### src/rtl/mdu_div_arbiter.sv
// Round-robin arbiter placing two requesters in front of one shared iterative divider,
// with a one-entry quotient/remainder cache so a paired DIV/REM skips the second divide.
module mdu_div_arbiter #(
  parameter int XLEN     = 64,
  parameter bit CACHE_EN = 1'b1
) (
  input  logic            clock,
  input  logic            reset,
  input  logic            flush,

  input  logic            r0_valid,
  output logic            r0_ready,
  input  logic            r0_w,
  input  logic            r0_signed,
  input  logic            r0_rem,
  input  logic [XLEN-1:0] r0_a,
  input  logic [XLEN-1:0] r0_b,
  output logic            r0_res_valid,
  input  logic            r0_res_ready,
  output logic [XLEN-1:0] r0_res,

  input  logic            r1_valid,
  output logic            r1_ready,
  input  logic            r1_w,
  input  logic            r1_signed,
  input  logic            r1_rem,
  input  logic [XLEN-1:0] r1_a,
  input  logic [XLEN-1:0] r1_b,
  output logic            r1_res_valid,
  input  logic            r1_res_ready,
  output logic [XLEN-1:0] r1_res,

  output logic            d_valid,
  input  logic            d_ready,
  output logic            d_w,
  output logic            d_signed,
  output logic [XLEN-1:0] d_a,
  output logic [XLEN-1:0] d_b,
  input  logic            d_done,
  input  logic [XLEN-1:0] d_q,
  input  logic [XLEN-1:0] d_r,
  output logic            d_ack
);

  typedef enum logic [2:0] {
    S_IDLE,
    S_ISSUE,
    S_BUSY,
    S_DRAIN,
    S_RESP
  } state_t;

  state_t            state, state_d;
  logic              ptr;
  logic              owner;

  logic              cap_w;
  logic              cap_signed;
  logic              cap_rem;
  logic [XLEN-1:0]   cap_a;
  logic [XLEN-1:0]   cap_b;
  logic [XLEN-1:0]   res_q;

  logic              cache_valid;
  logic              cache_w;
  logic              cache_signed;
  logic [XLEN-1:0]   cache_a;
  logic [XLEN-1:0]   cache_b;
  logic [XLEN-1:0]   cache_q;
  logic [XLEN-1:0]   cache_r;

  logic              grant0;
  logic              grant1;
  logic              accept;
  logic              sel_w;
  logic              sel_signed;
  logic              sel_rem;
  logic [XLEN-1:0]   sel_a;
  logic [XLEN-1:0]   sel_b;
  logic              cache_hit;
  logic              res_hs;
  logic              cache_wr;

  // Requests are only taken in IDLE, and never in a flush cycle.
  // NOTE: every signal driven in an always_comb gets a default first so no path leaves it
  // unassigned; a missing default would infer a latch.
  always_comb begin
    grant0 = 1'b0;
    grant1 = 1'b0;
    if (state == S_IDLE && !flush) begin
      if (!ptr) begin
        grant0 = r0_valid;
        grant1 = r1_valid & ~r0_valid;
      end else begin
        grant1 = r1_valid;
        grant0 = r0_valid & ~r1_valid;
      end
    end
  end

  assign accept   = grant0 | grant1;
  assign r0_ready = grant0;
  assign r1_ready = grant1;

  assign sel_w      = grant1 ? r1_w      : r0_w;
  assign sel_signed = grant1 ? r1_signed : r0_signed;
  assign sel_rem    = grant1 ? r1_rem    : r0_rem;
  assign sel_a      = grant1 ? r1_a      : r0_a;
  assign sel_b      = grant1 ? r1_b      : r0_b;

  // The tag excludes rem: one divide yields both quotient and remainder.
  assign cache_hit = CACHE_EN && cache_valid &&
                     (cache_w == sel_w) && (cache_signed == sel_signed) &&
                     (cache_a == sel_a) && (cache_b == sel_b);

  assign res_hs   = (state == S_RESP) && (owner ? r1_res_ready : r0_res_ready);
  assign cache_wr = (state == S_BUSY) && d_done && !flush;

  always_comb begin
    state_d = state;
    unique case (state)
      S_IDLE: begin
        if (accept) state_d = cache_hit ? S_RESP : S_ISSUE;
      end
      S_ISSUE: begin
        if (flush)        state_d = S_IDLE;
        else if (d_ready) state_d = S_BUSY;
      end
      S_BUSY: begin
        // The divider cannot abort; a flush waits out its result unless it lands now.
        if (flush)       state_d = d_done ? S_IDLE : S_DRAIN;
        else if (d_done) state_d = S_RESP;
      end
      S_DRAIN: begin
        if (d_done) state_d = S_IDLE;
      end
      S_RESP: begin
        if (flush || res_hs) state_d = S_IDLE;
      end
      default: state_d = S_IDLE;
    endcase
  end

  assign d_valid  = (state == S_ISSUE);
  assign d_ack    = (state == S_BUSY) || (state == S_DRAIN);
  assign d_w      = cap_w;
  assign d_signed = cap_signed;
  assign d_a      = cap_a;
  assign d_b      = cap_b;

  assign r0_res_valid = (state == S_RESP) && !owner;
  assign r1_res_valid = (state == S_RESP) &&  owner;
  assign r0_res       = res_q;
  assign r1_res       = res_q;

  // NOTE: sequential state is updated with non-blocking assignments only, so every register
  // samples the pre-edge value of every other register regardless of statement order.
  always_ff @(posedge clock or negedge reset) begin
    if (!reset) begin
      state       <= S_IDLE;
      ptr         <= 1'b0;
      owner       <= 1'b0;
      cap_w       <= 1'b0;
      cap_signed  <= 1'b0;
      cap_rem     <= 1'b0;
      cap_a       <= '0;
      cap_b       <= '0;
      res_q       <= '0;
      cache_valid <= 1'b0;
    end else begin
      state <= state_d;
      if (accept) begin
        owner      <= grant1;
        cap_w      <= sel_w;
        cap_signed <= sel_signed;
        cap_rem    <= sel_rem;
        cap_a      <= sel_a;
        cap_b      <= sel_b;
        if (cache_hit) res_q <= sel_rem ? cache_r : cache_q;
      end
      if (cache_wr) res_q <= cap_rem ? d_r : d_q;
      if (res_hs && !flush) ptr <= ~owner;
      if (flush)         cache_valid <= 1'b0;
      else if (cache_wr) cache_valid <= 1'b1;
    end
  end

  // NOTE: the cache payload is deliberately not reset; cache_valid gates every use of it.
  always_ff @(posedge clock) begin
    if (cache_wr) begin
      cache_w      <= cap_w;
      cache_signed <= cap_signed;
      cache_a      <= cap_a;
      cache_b      <= cap_b;
      cache_q      <= d_q;
      cache_r      <= d_r;
    end
  end

endmodule

### config.mk
export PLATFORM = sky130hd
export DESIGN_NAME = mdu_div_arbiter
export DESIGN_NICKNAME = d
export VERILOG_FILES = /design/src/rtl/mdu_div_arbiter.sv
export SDC_FILE = /design/constraint.sdc
export NUM_CORES = 1
export LEC_CHECK = 0
export ABC_AREA = 1
export CORE_AREA = 2 2 261 263
export DETAILED_ROUTE_END_ITERATION = 7
export DIE_AREA = 0 0 263 265
export PLACE_DENSITY = 0.62
export SYNTH_ARGS = -nofsm -noshare
export SYNTH_HDL_FRONTEND = slang
export SYNTH_SLANG_ARGS = --single-unit
### constraint.sdc
create_clock -name clock -period 18.04 [get_ports clock]
set_clock_uncertainty 0.1 [all_clocks]
set_input_delay 3.608 -clock clock [delete_from_list [all_inputs] [get_ports clock]]
set_output_delay 3.608 -clock clock [all_outputs]
set_load 0.01 [all_outputs]
==> results of run 1 <==
layout make-up:
class                   count  area share
repair buffers            680       0.213
clock buffers              83      0.0517
flip-flops and latches    459       0.402
clock inverters            19     0.00626
well taps                 873      0.0344
diodes                     13     0.00102
inverters                 308      0.0367
multi-input cells        1772       0.254
where the power goes:
| part | internal, uW | leakage [uW] | switching [uW] |
|---|---|---|---|
| logic | 800 | 0.00843 | 826 |
| registers | 1410 | 0.00479 | 239 |
| clock network | 668 | 0.000904 | 455 |
| total | 2880 | 0.0141 | 1520 |
state kept, by name (all words and copies together) (netlist names), 3 cells and up:
name     count
cache_a     64
cache_b     64
cache_q     64
cache_r     64
d_a         64
d_b         64
r0_res      64
state        3
synthesized netlist by cell type, drive strengths merged:
library cell  instances  area (um2)
nand2              1021        3840
inv                 308        1160
edfxtp              258        7750
nor2                206         783
dfrtp               201        5030
nand3               168         846
o21ai               129         649
buf                 121         846
a31oi               104         651
clkbuf               59         221
mux2                 57         642
nand3b               32         240
xor2                  9        78.8
o211ai                8        60.1
nor3                  7        35.0
or2                   7        43.8
a211oi                4        30.0
a21oi                 4        20.0
mux2i                 3        30.0
nand4                 3        18.8
o22ai                 3        18.8
a21o                  2        15.0
xnor2                 2        17.5
and2                  1        6.26
nor3b                 1        7.51
o31ai                 1        7.51
worst max-delay path, delay by kind of cell:
family | cells | cell delay [ns]
AOI/OAI and AO/OA | 1 | 0.18
buffers and inverters | 4 | 1.38
and+or+nand+nor | 1 | 0.13
stage by stage:
stage                     total power, uW  instances
after floorplan                      2420       2719
after global placement               3290       4092
after detailed placement             3300       4092
after CTS                            4440       4194
after global routing                 4640       4202
final                                4400       4207
worst min-delay path by stage:
| stage | from | depth (start not counted) | end |
|---|---|---|---|
| after floorplan | cache_valid | 2 | cache_valid |
| after global placement | d_a[0] | 0 | cache_a[0] |
| after detailed placement | d_a[52] | 0 | cache_a[52] |
| after CTS | d_a[0] | 0 | cache_a[0] |
| after global routing | d_b[16] | 0 | cache_b[16] |
| final | d_b[3] | 0 | cache_b[3] |
cells by family after synthesis:
| kind of cell | after synthesis | synth area share |
|---|---|---|
| AOI/OAI and AO/OA | 255 | 0.0630 |
| xor gates and xnor gates | 11 | 0.00418 |
| buffers and inverters | 488 | 0.0965 |
| and+or+nand+nor | 1446 | 0.253 |
| muxes | 60 | 0.0292 |
| DFF | 459 | 0.555 |
per-layer routing:
metal	wire, um	track usage	vias up	part of all wire
li1	-	-	9823	-
met1	34300	0.295	9391	0.42
met2	39400	0.392	698	0.48
met3	6560	0.0582	99	0.080
met4	1460	0.0548	14	0.018
met5	87	0	-	0.0011
==> results.py, run 1 <==
metrics = {
    "clock_tree": {
        "cts_tree": "yes",
        "clkTransAtPathRegs_ns": 0.06,
        "cts_made_buffers": 54,
        "clock_latency_ns": 0.61,
        "h-tree-depth": 2,
        "hold_buffers": 0,
        "cts.path.max_buffers": 3,
        "cts-resized-gates": 0,
        "clock_sinks": 459,
        "clockRootBuffer": "clkbuf_16",
        "post_cts_buffers": 0,
    },
    "cells_and_area": {
        "multi_input_area_um2": 8080,
        "final_util": 0.476,
        "fill_cells": 6409,
        "finalNetCount": 3674,
        "final_common_cell": "nand2_1",
        "area_delta_synth_final_pct": 37.9,
        "final_layout_size_suffix_gt1_frac": 0.0569,
        "finish.instance_area_um2": 31800,
        "seq_area_um2": 12800,
        "layout_common_cells": "1,017 x nand2_1, 661 x clkdlybuf4s50_1, 303 x inv_1, 258 x edfxtp_1, 201 x nor2_1",
    },
    "placed_design": {
        "numPortBuffers": 662,
        "place.gp.congestion": 0.878,
        "placed_cell_area_um2": 29900,
        "dp_hpwl_um": 58500,
        "pre_cts_ws_ns": 9.01,
    },
    "floorplan": {
        "die_h_um": 265,
        "die_area_um2": 69700,
        "initial_core_util": 0.345,
        "fp.dieW_um": 263,
        "rows": 95,
        "io_pins": 663,
        "fp.coreArea_um2": 66800,
    },
    "setup_path": {
        "path_class": "input port to output port",
        "path_max_fanout": 6,
        "crit_path_frequent_cell": "clkdlybuf4s50_1",
        "reg2reg_slack_ns": 12.95,
        "worstSetupEndpoint": "r0_ready",
        "path_cells": "clkdlybuf4s50_1, inv_2, nand3_2, a211oi_1, buf_4, clkdlybuf4s50_1",
        "cp-start-kind": "input port",
        "cp_slowest_cell": "clkdlybuf4s50_1",
        "max_stage_delay_ns": 0.54,
        "arrival_ns": 5.30,
        "r2r_end": "r0_res[12]",
        "r2r-start": "state[2]",
        "worstPathRequired_ns": 14.33,
        "ff2ff_path_depth": 20,
        "end_kind": "output port",
        "crit_start": "flush",
    },
    "detailed_routing": {
        "vias": 20000,
        "viasPerCell": 4.76,
        "firstDrtPassIters": 5,
        "routedWlPerCell_um": 19.4,
        "wl_um": 81800,
        "ant_nets": 0,
        "drtIter0Drc": 1447,
        "drc_errors": 0,
    },
    "outcome": {
        "outcome": "finished, final reports clean",
    },
    "pwr": {
        "pwr_density_cell_nw_per_um2": 139,
        "p_leak_uw": 0.0141,
        "peakVddDrop_mv": 0.0999,
    },
    "sta": {
        "worstMarginPinSlew_ns": 1.14,
        "fin_ws_ns": 9.03,
        "final.setup.tns_ns": 0,
        "min_period_ns": 9.01,
        "report.final.hold_viol_count": 0,
        "hold_slack_ns": 0.355,
        "final-max-slew-violation-count": 0,
        "slew_headroom": 0.237,
        "post-route-period-util": 0.499,
        "setup_violations": 0,
        "rsz0062_at_grt": "no",
        "fmax_mhz": 111,
    },
    "yosys": {
        "yosys_warnings": 0,
        "ys_seq_area_frac": 0.555,
        "synth_cell_types": 36,
        "syn-num-nets": 3118,
        "ys_ff_latch": 459,
        "synth.avg_cell_area_um2": 8.47,
        "synth_area_um2": 23000,
        "synth_cells": 2719,
    },
    "global_routing": {
        "antenna_found_initial": 19,
        "grt_max_degree": 174,
        "overflow": 0,
        "grt_pass1_wl_um": 122000,
        "grt_pass1_vias": 19300,
        "grt_use_total": 0.231,
    },
    "flow_run": {
        "drv_cap": 0,
    },
    "hold_path": {
        "hold_path_class": "flip-flop to flip-flop",
    },
}
No activity file was read; power rests on OpenSTA's default activity.
==> inputs of run 2 (changes only) <==
clock period = 9.3 ns   (was 18.04 ns; I/O delays follow)
==> run 2 against run 1 <==
  * Power increased by 91%
  * Flip-flop and latch count unchanged
  * Core utilization decreased by 0.18 points
  * Cell area is 0.37% lower
  * Sequential share of layout area up 0.15 points
  * Largest cell class unchanged
==> results.py, run 2 (same netlist as run 1, synthesis figures left out) <==
metrics = {
    "outcome": {
        "outcome": "finished, final reports clean",
    },
    "cells_and_area": {
        "fin_cells": 4205,
        "final_layout_size_suffix_gt1_frac": 0.0522,
        "finish.instance_area_um2": 31600,
        "layout_common_cells": "1,017 x nand2_1, 661 x clkdlybuf4s50_1, 303 x inv_1, 258 x edfxtp_1, 201 x nor2_1",
        "multi_input_area_um2": 8080,
        "fill_cells": 6458,
        "finalNetCount": 3673,
        "area_delta_synth_final_pct": 37.4,
        "seq_area_um2": 12800,
        "final_common_cell": "nand2_1",
    },
    "setup_path": {
        "worstPathRequired_ns": 7.34,
        "crit_path_frequent_cell": "clkdlybuf4s50_1",
        "cp-start-kind": "input port",
        "ff2ff_path_depth": 17,
        "path_class": "input port to output port",
        "end_kind": "output port",
        "path_cells": "clkdlybuf4s50_1, inv_2, nand3_2, nor2_4, buf_12, clkdlybuf4s50_1",
        "cp_slowest_cell": "nor2_4",
        "arrival_ns": 4.59,
        "max_stage_delay_ns": 0.78,
        "path_max_fanout": 86,
    },
    "pwr": {
        "p_int_uw": 5480,
        "peakVddDrop_mv": 0.185,
        "pwr-share-comb": 0.376,
        "seqPwrFrac": 0.380,
        "power.share.switching": 0.349,
        "clock_power_share": 0.244,
        "p_leak_uw": 0.0141,
        "pwr_density_cell_nw_per_um2": 266,
        "p_sw_uw": 2940,
    },
    "placed_design": {
        "dp_hpwl_um": 59400,
        "place.gp.congestion": 0.903,
        "placedCellCount": 4092,
        "placed_cell_area_um2": 29900,
        "numPortBuffers": 662,
    },
    "sta": {
        "report.final.hold_viol_count": 0,
        "worstMarginPinSlew_ns": 1.09,
        "final.setup.tns_ns": 0,
        "final-max-slew-violation-count": 0,
        "min_period_ns": 6.55,
        "post-route-period-util": 0.704,
        "setup_violations": 0,
        "fmax_mhz": 153,
        "slew_headroom": 0.270,
        "rsz0062_at_grt": "no",
    },
    "clock_tree": {
        "clock_latency_ns": 0.62,
        "cts-resized-gates": 0,
        "clockRootBuffer": "clkbuf_16",
        "cts_tree": "yes",
        "clock_sinks": 459,
        "cts.path.max_buffers": 3,
        "cts_made_buffers": 53,
        "post_cts_buffers": 0,
        "hold_buffers": 0,
        "h-tree-depth": 2,
        "clkTransAtPathRegs_ns": 0.06,
    },
    "flow_run": {
        "drv_cap": 0,
    },
    "global_routing": {
        "overflow": 0,
        "grt_use_total": 0.230,
        "grt_pass1_vias": 19100,
        "grt_max_degree": 147,
        "grt_pass1_wl_um": 122000,
        "antenna_found_initial": 26,
    },
    "floorplan": {
        "die_h_um": 265,
        "io_pins": 663,
        "rows": 95,
        "fp.dieW_um": 263,
        "initial_core_util": 0.345,
        "fp.coreArea_um2": 66800,
        "die_area_um2": 69700,
    },
    "hold_path": {
        "hold_depth": 0,
        "hold_path_class": "flip-flop to flip-flop",
    },
    "detailed_routing": {
        "vias": 20000,
        "firstDrtPassIters": 5,
        "viasPerCell": 4.76,
        "drtIter0Drc": 1428,
        "drc_errors": 0,
        "ant_nets": 0,
        "wl_um": 82100,
        "routedWlPerCell_um": 19.5,
    },
}
[run 2: cell count changes in the layout (fill, tap and decap cells not counted), sizes merged]
cell	previous run	this run
inv	307	309
bufinv	3	2
clkbuf	83	85
diode	13	16
clkinv	14	9
clkinvlp	3	0
[run 2: worst paths after layout]
check | startpoint | end | slack [ns]
worst max-delay path | flush | r1_ready | 2.75
max in group asynchronous | reset | d_a[54] | 6.70
worst min-delay path | d_a[35] | cache_a[35] | 0.36
min in group asynchronous | reset | r0_res[15] | 1.16
worst max register to register | state[0] | r0_res[6] | 4.36
worst min register to register | d_a[35] | cache_a[35] | 0.36
[run 2: critical path: cells and delay by family]
kind                   cells  cell delay (ns)
buffers and inverters      4             1.72
and+or+nand+nor            2             0.91
[run 2: layout make-up]
| cell class | count | share of cell area |
|---|---|---|
| Timing Repair Buffer | 680 | 0.215 |
| Sequential cell | 459 | 0.404 |
| Antenna cell | 16 | 0.00127 |
| Tap cell | 873 | 0.0345 |
| Inverter | 308 | 0.0368 |
| Clock inverter | 12 | 0.00482 |
| Clock buffer | 85 | 0.0486 |
| Multi-Input combinational cell | 1772 | 0.255 |
[run 2: power groups by stage]
stage	Sequential [uW]	Combinational, uW	Clock [uW]
detailed placement	3220	3190	0
global placement	3210	3180	0
global route	3260	3440	2180
finish	3200	3170	2050
CTS	3200	3210	2100
floorplan	3270	1410	0
[run 2: layer usage]
metal / GRT usage / vias to the layer above / wire (um)
met5: 0 / - / 160
met4: 0.0530 / 26 / 1500
met3: 0.0694 / 112 / 7080
met2: 0.396 / 702 / 40000
met1: 0.283 / 9362 / 33400
li1: - / 9809 / -
[run 2: per-stage QoR]
stage	setup WS (ns)	total power [uW]	hold WS, ns	util
final	2.75	8420	0.358	0.474
after detailed placement	2.24	6410	0.356	0.448
after global routing	2.42	8870	0.372	0.473
after global placement	2.27	6390	0.354	0.448
after CTS	2.80	8500	0.365	0.473
after floorplan	1.15	4690	0.350	-
==> inputs of run 3 (changes only) <==
PLACE_DENSITY = 0.64   (was 0.62)
clock period = 5.6 ns   (was 9.3 ns; I/O delays follow)
==> run 3 against run 2 <==
  * Wire length up 2.3%
  * Setup slack worse by 1.5 ns
  * Cell area rose by 0.76%
  * Non-clock buffer count is 8 higher
  * Worst hold slack hardly changed
  * Critical path depth grew 14
  * First-iteration DRC count rose by 3.5%
  * Die area is the same
  * Global-route usage increased by 0.44 points
  * Combinational power grew 67%
  * Largest power group unchanged
==> results.py, run 3 (same netlist as run 1, synthesis figures left out) <==
metrics = {
    "sta": {
        "post-route-period-util": 0.780,
        "slew_headroom": 0.428,
        "min_period_ns": 4.37,
        "worstMarginPinSlew_ns": 0.858,
        "setup_violations": 0,
        "fin_ws_ns": 1.23,
        "report.final.hold_viol_count": 0,
        "fmax_mhz": 229,
        "rsz0062_at_grt": "no",
        "hold_slack_ns": 0.358,
        "final-max-slew-violation-count": 0,
    },
    "cells_and_area": {
        "layout_common_cells": "1,017 x nand2_1, 661 x clkdlybuf4s50_1, 303 x inv_1, 258 x edfxtp_1",
        "seq_area_um2": 12800,
        "final_common_cell": "nand2_1",
        "fill_cells": 6352,
        "multi_input_area_um2": 8090,
        "final_layout_size_suffix_gt1_frac": 0.0559,
        "finalNetCount": 3681,
        "area_delta_synth_final_pct": 38.4,
    },
    "setup_path": {
        "r2r_end": "r0_res[43]",
        "path_class": "input port to flip-flop",
        "reg2reg_slack_ns": 1.85,
        "arrival_ns": 4.82,
        "ff2ff_path_depth": 22,
        "end_kind": "flip-flop",
        "path_max_fanout": 97,
        "worstPathRequired_ns": 6.05,
        "cp-start-kind": "input port",
        "r2r-start": "state[0]",
    },
    "floorplan": {
        "die_area_um2": 69700,
        "fp.dieW_um": 263,
        "fp.coreArea_um2": 66800,
        "rows": 95,
        "die_h_um": 265,
        "initial_core_util": 0.345,
        "io_pins": 663,
    },
    "pwr": {
        "peakVddDrop_mv": 0.297,
        "p_leak_uw": 0.0141,
        "pwr_density_cell_nw_per_um2": 444,
    },
    "clock_tree": {
        "clock_latency_ns": 0.62,
        "cts-resized-gates": 0,
        "cts_made_buffers": 53,
        "cts_tree": "yes",
        "cts.path.max_buffers": 3,
        "hold_buffers": 0,
        "clock_sinks": 459,
        "clkTransAtPathRegs_ns": 0.06,
        "post_cts_buffers": 0,
        "clockRootBuffer": "clkbuf_16",
        "h-tree-depth": 2,
    },
    "global_routing": {
        "overflow": 0,
        "antenna_found_initial": 28,
        "grt_pass1_vias": 19100,
        "grt_use_total": 0.234,
        "grt_max_degree": 172,
        "grt_pass1_wl_um": 123000,
    },
    "detailed_routing": {
        "drtIter0Drc": 1478,
        "wl_um": 84100,
        "viasPerCell": 4.78,
        "ant_nets": 0,
        "vias": 20100,
        "drc_errors": 0,
        "routedWlPerCell_um": 20.0,
        "firstDrtPassIters": 7,
    },
    "placed_design": {
        "dp_hpwl_um": 61400,
        "numPortBuffers": 662,
        "pre_cts_ws_ns": 0.635,
        "place.gp.congestion": 0.887,
    },
    "flow_run": {
        "drv_cap": 0,
    },
    "hold_path": {
        "hold_path_class": "flip-flop to flip-flop",
        "hold_end": "cache_b[55]",
        "hold_depth": 0,
        "hp-start": "d_b[55]",
    },
    "outcome": {
        "outcome": "finished, final reports clean",
    },
}
[run 3: changes by cell type in the layout (fill, tap and decap cells not counted), sizes merged]
cell / previous run / this run
clkinv: 9 / 12
clkbuf: 85 / 82
buf: 19 / 27
bufinv: 2 / 4
diode: 16 / 13
clkinvlp: 0 / 2
inv: 309 / 307
[run 3: cell type report]
class | instances | share of cell area
diodes | 13 | 0.00102
clock buffers | 82 | 0.0482
clock inverters | 17 | 0.00675
inverters | 308 | 0.0364
multi-input cells | 1772 | 0.254
flip-flops and latches | 459 | 0.401
well taps | 873 | 0.0343
repair buffers | 688 | 0.219
[run 3: worst max path at each step]
stage	from	end	cells past startpoint
finish	flush	r0_res[43]	20
detailed placement	flush	r0_res[43]	20
global placement	flush	r0_res[36]	20
CTS	flush	r0_ready	5
global route	flush	r0_res[40]	20
floorplan	flush	cache_a[0]	4
[run 3: worst max-delay path: stages]
cell	delay, ns
clkdlybuf4s50_1	0.56
inv_2	0.17
nand3_2	0.13
nor2_4	0.17
buf_12	0.37
nand2_1	0.19
nand3_1	0.13
nand2_1	0.06
nor2_1	0.13
nand2_1	0.07
nor2_1	0.16
nand2_1	0.14
nor2_1	0.13
nand2_1	0.06
nor2_1	0.18
nand3_4	0.13
nand2_2	0.34
buf_4	0.31
nand2_1	0.08
nand2_1	0.07
[run 3: where the power goes]
| group | total [uW] | switching [uW] | internal (uW) |
|---|---|---|---|
| clock network | 3530 | 1460 | 2070 |
| logic | 5280 | 2670 | 2610 |
| registers | 5340 | 790 | 4550 |
[run 3: per-layer routing]
layer | vias to the layer above | wire length, um | global-route usage
met4 | 28 | 2810 | 0.0845
met3 | 164 | 7790 | 0.0742
li1 | 9835 | - | -
met5 | - | 186 | 0
met2 | 773 | 39100 | 0.384
met1 | 9325 | 34200 | 0.291
[run 3: through the flow]
step                TNS (ns)  total power, uW  std cells   util  cell area (um2)
global placement           0            10600       4100  0.451            30100
finish                     0            14100       4212  0.477            31900
detailed placement         0            10700       4100  0.451            30100
CTS                        0            14300       4199  0.477            31900
floorplan             -38.94             7780       2719      -            23100
global route               0            14900       4208  0.477            31900
